**src/rtl/z88_memctl.sv**
```systemverilog
// z88_memctl - memory controller for the blink chip-select glue.
//
// Converts the blink's combinational read/write strobes into one
// request/acknowledge transaction on a shared external memory port. The Z80
// is stalled with wait_n until the port answers. Writes to read-only
// selects are dropped without touching the port.
//
// Optional feature: define Z88_MEMCTL_TIMEOUT_EN to abort a request that
// gets no mem_ack within TIMEOUT cycles. The abort raises the sticky err flag.
// Without the macro, err is tied low and a request waits for mem_ack forever.
//
// Ports:
//   clk      master clock
//   reset_n  asynchronous active-low reset
//   ma       banked address from the blink (AW bits)
//   cs_n     active-low chip selects: bit0 ROM, bit1 RAM, bits 2.. card slots
//   roe_n    read strobe, active low
//   wrb_n    write strobe, active low
//   cdo      CPU write data
//   cdi      read data to the CPU data mux (8'hFF when not driving)
//   wait_n   Z80 wait, active low
//   mem_req  external request, held until mem_ack
//   mem_we   1 = write transaction
//   mem_sel  encoded chip-select index
//   mem_a    latched address
//   mem_wd   latched write data
//   mem_rd   external read data, valid with mem_ack
//   mem_ack  single-cycle acknowledge
//   err      sticky timeout flag
module z88_memctl #(
  parameter int unsigned      NCS     = 5,
  parameter int unsigned      AW      = 22,
  parameter logic [NCS-1:0]   RO_MASK = 5'b00001,
  parameter int unsigned      TIMEOUT = 255,
  parameter int unsigned      TOW     = 8
) (
  input  logic                     clk,
  input  logic                     reset_n,
  input  logic [AW-1:0]            ma,
  input  logic [NCS-1:0]           cs_n,
  input  logic                     roe_n,
  input  logic                     wrb_n,
  input  logic [7:0]               cdo,
  output logic [7:0]               cdi,
  output logic                     wait_n,
  output logic                     mem_req,
  output logic                     mem_we,
  output logic [$clog2(NCS)-1:0]   mem_sel,
  output logic [AW-1:0]            mem_a,
  output logic [7:0]               mem_wd,
  input  logic [7:0]               mem_rd,
  input  logic                     mem_ack,
  output logic                     err
);

  localparam int unsigned SW = $clog2(NCS);

  // The abort counter must be able to hold TIMEOUT.
  if (TIMEOUT >= 2**TOW) begin : g_timeout_range
    $error("z88_memctl: TIMEOUT must be below 2**TOW");
  end

  typedef enum logic [1:0] {IDLE, REQ, HOLD} state_t;

  state_t          state_q, state_d;
  logic [AW-1:0]   mem_a_q, mem_a_d;
  logic [7:0]      mem_wd_q, mem_wd_d;
  logic [SW-1:0]   mem_sel_q, mem_sel_d;
  logic            mem_we_q, mem_we_d;
  logic [7:0]      rdata_q, rdata_d;

  logic            strobe;
  logic            wr_req;
  logic [SW-1:0]   sel_enc;
  logic            ro_block;

  // Lowest-numbered active select wins. The loop runs downward, so the
  // last assignment comes from the lowest index.
  always_comb begin
    sel_enc = '0;
    for (int i = NCS - 1; i >= 0; i--) begin
      if (!cs_n[i]) sel_enc = SW'(i);
    end
  end

  // Both strobes low counts as a write.
  assign wr_req   = !wrb_n;
  assign strobe   = (!roe_n || !wrb_n) && !(&cs_n);
  assign ro_block = wr_req && RO_MASK[sel_enc];

`ifdef Z88_MEMCTL_TIMEOUT_EN
  logic [TOW-1:0]  cnt_q, cnt_d;
  logic            err_q, err_d;
`endif

  // State and datapath registers
  always_ff @(posedge clk or negedge reset_n) begin
    if (!reset_n) begin
      state_q   <= IDLE;
      mem_a_q   <= '0;
      mem_wd_q  <= '0;
      mem_sel_q <= '0;
      mem_we_q  <= 1'b0;
      rdata_q   <= 8'hFF;
`ifdef Z88_MEMCTL_TIMEOUT_EN
      cnt_q     <= '0;
      err_q     <= 1'b0;
`endif
    end else begin
      state_q   <= state_d;
      mem_a_q   <= mem_a_d;
      mem_wd_q  <= mem_wd_d;
      mem_sel_q <= mem_sel_d;
      mem_we_q  <= mem_we_d;
      rdata_q   <= rdata_d;
`ifdef Z88_MEMCTL_TIMEOUT_EN
      cnt_q     <= cnt_d;
      err_q     <= err_d;
`endif
    end
  end

  // Next-state logic
  always_comb begin
    state_d   = state_q;
    mem_a_d   = mem_a_q;
    mem_wd_d  = mem_wd_q;
    mem_sel_d = mem_sel_q;
    mem_we_d  = mem_we_q;
    rdata_d   = rdata_q;
`ifdef Z88_MEMCTL_TIMEOUT_EN
    cnt_d     = cnt_q;
    err_d     = err_q;
`endif
    unique case (state_q)
      IDLE: begin
        if (strobe) begin
          mem_a_d   = ma;
          mem_wd_d  = cdo;
          mem_sel_d = sel_enc;
          mem_we_d  = wr_req;
          // Clear stale data so cdi reads 8'hFF until this transaction answers.
          rdata_d   = 8'hFF;
`ifdef Z88_MEMCTL_TIMEOUT_EN
          cnt_d     = '0;
`endif
          state_d   = ro_block ? HOLD : REQ;
        end
      end
      REQ: begin
        // A strobe that goes away here does not cancel the request.
        if (mem_ack) begin
          rdata_d = mem_rd;
          state_d = HOLD;
        end
`ifdef Z88_MEMCTL_TIMEOUT_EN
        // The count is 0 in the first REQ cycle. This compare ends the wait
        // after TIMEOUT REQ cycles.
        else if (cnt_q == TOW'(TIMEOUT - 1)) begin
          rdata_d = 8'hFF;
          err_d   = 1'b1;
          state_d = HOLD;
        end else begin
          cnt_d = cnt_q + 1'b1;
        end
`endif
      end
      HOLD: begin
        // Wait for the CPU cycle to end, so each cycle gets one transaction.
        if (!strobe) state_d = IDLE;
      end
      default: state_d = IDLE;
    endcase
  end

  // Output logic
  always_comb begin
    wait_n  = 1'b1;
    mem_req = 1'b0;
    unique case (state_q)
      // Stall from the CPU's first sample of the strobe. Reset holds wait_n high.
      IDLE:    wait_n = !(strobe && !ro_block && reset_n);
      REQ: begin
        wait_n  = 1'b0;
        mem_req = 1'b1;
      end
      default: wait_n = 1'b1;
    endcase
    cdi = (!roe_n && (state_q != IDLE)) ? rdata_q : 8'hFF;
  end

  assign mem_a   = mem_a_q;
  assign mem_wd  = mem_wd_q;
  assign mem_sel = mem_sel_q;
  assign mem_we  = mem_we_q;

`ifdef Z88_MEMCTL_TIMEOUT_EN
  assign err = err_q;
`else
  assign err = 1'b0;
`endif

endmodule

```
**config.mk**
```make
export PLATFORM = sky130hd
export DESIGN_NAME = z88_memctl
export DESIGN_NICKNAME = d
export VERILOG_FILES = /design/src/rtl/z88_memctl.sv
export SDC_FILE = /design/constraint.sdc
export NUM_CORES = 1
export LEC_CHECK = 0
export ABC_AREA = 1
export CORE_ASPECT_RATIO = 0.9
export CORE_UTILIZATION = 35
export DETAILED_ROUTE_END_ITERATION = 8
export GPL_ROUTABILITY_DRIVEN = 0
export MAX_ROUTING_LAYER = met4
export PLACE_DENSITY = 0.7
export SKIP_CTS_REPAIR_TIMING = 1
export SLEW_MARGIN = 30
export SYNTH_ARGS = -nofsm -noshare
export SYNTH_HDL_FRONTEND = slang
export SYNTH_SLANG_ARGS = --single-unit
```
**constraint.sdc**
```tcl
create_clock -name clk -period 1.7 [get_ports clk]
set_input_delay 0.34 -clock clk [delete_from_list [all_inputs] [get_ports clk]]
set_output_delay 0.34 -clock clk [all_outputs]
set_load 0.005 [all_outputs]
```
==> metrics.md <==
| Metric | Value |
|---|---|
| Status | finished with violations |
| Failing checks | negative setup slack |
| Remaining antenna violation count after routing | 0 |
| Detailed Routing Iterations Pass 1 | 4 |
| Total core area | 0.00538 mm2 |
| F_max | 0.562 GHz |
| Reg2reg start | state_q[1] |
| Final number of setup-violating endpoints | 1 |
| CTS tree | built |
| Netlist cell types | 18 |
| Avg Cell Area, Syn | 8.10 um2 |
| All-Layer GR Usage | 0.165 |
| CTS max path bufs | 2 |
| Hold Vio Cnt, Final | 0 |
| FF/Latch Area | 0.00111 mm2 |
| Cells after Synth | 246 |
| Antenna violations before repair | 0 |
| Final Util | 0.596 |
| Die height | 73.6 um |
| Vias/cell | 4.36 |
| TritonCTS Sinks | 44 |
| # rows | 25 |
| Clock Skew | 1.83 ps |
| Post-Synth XOR/XNOR Area | 0 |
| Synth top area share | 0.452 |
| Commonest cells after routing, fill and taps aside | clkdlybuf4s50_1 (75), nand2_1 (74), inv_1 (55), dfrtp_1 (36), o21ai_0 (27) |
| Kind of critical path | in2out |
| RSZ-0062 raised after global routing | yes |
| Remaining DRCs | 0 |
| Mapped Area | 0.00199 mm2 |
| Adder-cell share of the synthesized area | 0 |
| Power, Total | 5.11 mW |
| Max-Cap Viols | 0 |
| Fillers | 477 |
| Leak Pwr | 1.67 nW |
| Area grow syn2layout | 60.9% |
| Synthesis Warnings | 0 |
| Design area | 0.00321 mm2 |
| Vias in the first global route | 1,629 |
| Critical Path RT | 1360 ps |
| Grt ovf | 0 |
| Syn_nets | 294 |
| Placed inst area | 0.00303 mm2 |
| Die area | 0.00600 mm2 |
| DR vias | 1,815 |
| Fin crit share | 1.05 |
| Simple-gate share of the synthesized area | 0.208 |
| Post-DP HPWL | 3350 um |
| Least-Margin Pin Slew | 548 ps |
| Commonest non-fill, non-tap cell in the layout | clkdlybuf4s50_1 |
| Tightest Hold Check Type | in2async |
| # diodes | 0 |
| PnR worst setup slack | -79.8 ps |
| R2r setup slk | 110 ps |
| Hold_ws | 151 ps |
| I/O pins | 93 |
| Endpoint class of the critical path | output port |
| Leading area contributor after synthesis | dfrtp_1 |
| Routed wire length | 4640 um |
| Crit start category | input port |
| Largest family of logic cells by synthesized area | simple AND/OR/NAND/NOR gates |
| CTS buffer count | 5 |
| Clk Latency, worst-skew pair | 290 ps |
| First-pass GRT wire length | 7240 um |
| # H-tree levels | 2 |
| Max IR drop VDD | 0.798 mV |
| Initial core utilization | 0.370 |
| WL/cell | 11.2 um |
| Max_slew headroom | 0.635 |
| Layout cell share with drive strength beyond 1 | 0.109 |
| Mux cell area share after synthesis | 0 |
| DIE WIDTH | 81.5 um |
| Initial DRC count | 67 |
| Pin count of the biggest net entering global routing | 45 |
| RR Endpoint | rdata_q[7] |
| Cells on worst reg2reg path | 7 |
| CTS root buffer | clkbuf_8 |
| Worst Path Max Fanout | 3 |
| Footprint of the multi-input gates | 629 um2 |
| Final #Nets | 396 |
| Yosys reg bits | 44 |
| CTS clk-pin slew, worst paths | 80 ps |
| CP Data Arrival Time | 1440 ps |
| Pwr/cell area | 1590 mW/mm2 |
| Port Buffers | 91 |
| Count of final max-slew check failures | 0 |
| Synth Area in Compound Gates | 0.0935 |
| Min cycle time layout | 1780 ps |
| Top cells by area, synth | dfrtp_1 (45%), nand2_1 (14%), dfstp_2 (11%) |
| Sequential area share after synthesis | 0.557 |
==> layout make-up <==
class                           instances  area share
Tap cell                               67      0.0261
Inverter                               55      0.0644
Multi-Input combinational cell        137       0.196
Timing Repair Buffer                  105       0.339
Sequential cell                        44       0.346
Clock buffer                            8      0.0281
==> through the flow <==
step	worst slack [ps]	std cells	TNS [ps]
3_5_place_dp	-600	405	-4920
3_3_place_gp	-544	405	-4180
2_1_floorplan	449	246	0
6_report	-79.8	416	-79.8
4_1_cts	-614	413	-4580
5_1_grt	-237	416	-304
==> how the worst max path moves through the flow <==
stage               start  endpoint  cells after the start
2_1_floorplan  state_q[1]    wait_n                      3
3_3_place_gp      cs_n[0]    wait_n                      9
3_5_place_dp      cs_n[0]    wait_n                      9
4_1_cts           cs_n[0]    wait_n                      9
5_1_grt           cs_n[4]    wait_n                      8
6_report          cs_n[4]    wait_n                      8
==> report_power, final <==
group / switching, mW / internal [mW]
logic: 1.10 / 1.44
registers: 0.276 / 1.63
clock network: 0.333 / 0.332
total: 1.71 / 3.40
==> kinds of logic after synthesis <==
logic type	after synthesis
AOI/OAI and AO/OA	37
buffers and inverters	65
DFF	44
other	1
and+or+nand+nor	99
==> worst max-delay path, stage by stage <==
cell and delay (ps):
clkdlybuf4s50_1 490, inv_1 40, nand2_1 70, nand2_1 60
nor2_2 130, nor2_1 70, nor2_1 80, dlymetal6s2s_1 160
==> sequential cells by signal (all words and copies together), names as in the netlist <==
signal	cells
mem_wd	8
mem_a	22
state_q	2
mem_we	1
rdata_q	8
mem_sel	3
==> layer usage <==
metal,global-route usage,share of wire,up-vias
li1,-,-,935
met1,0.199,0.44,817
met2,0.267,0.47,56
met3,0.0410,0.076,7
met4,0.0595,0.013,0
met5,-,0,-
==> synthesized netlist by cell type <==
library cell and n:
nor2_1 9, buf_2 3, buf_4 1, o21ai_1 9, nand2_2 3, dfrtp_1 36
nand2_1 74, inv_1 55, nor2_4 1, nand3_1 11, dfstp_2 8, clkbuf_1 3
buf_8 1, nand3_4 1, o21ai_0 27, buf_6 2, a31oi_1 1, conb_1 1
No activity file was read; power rests on OpenSTA's default activity.
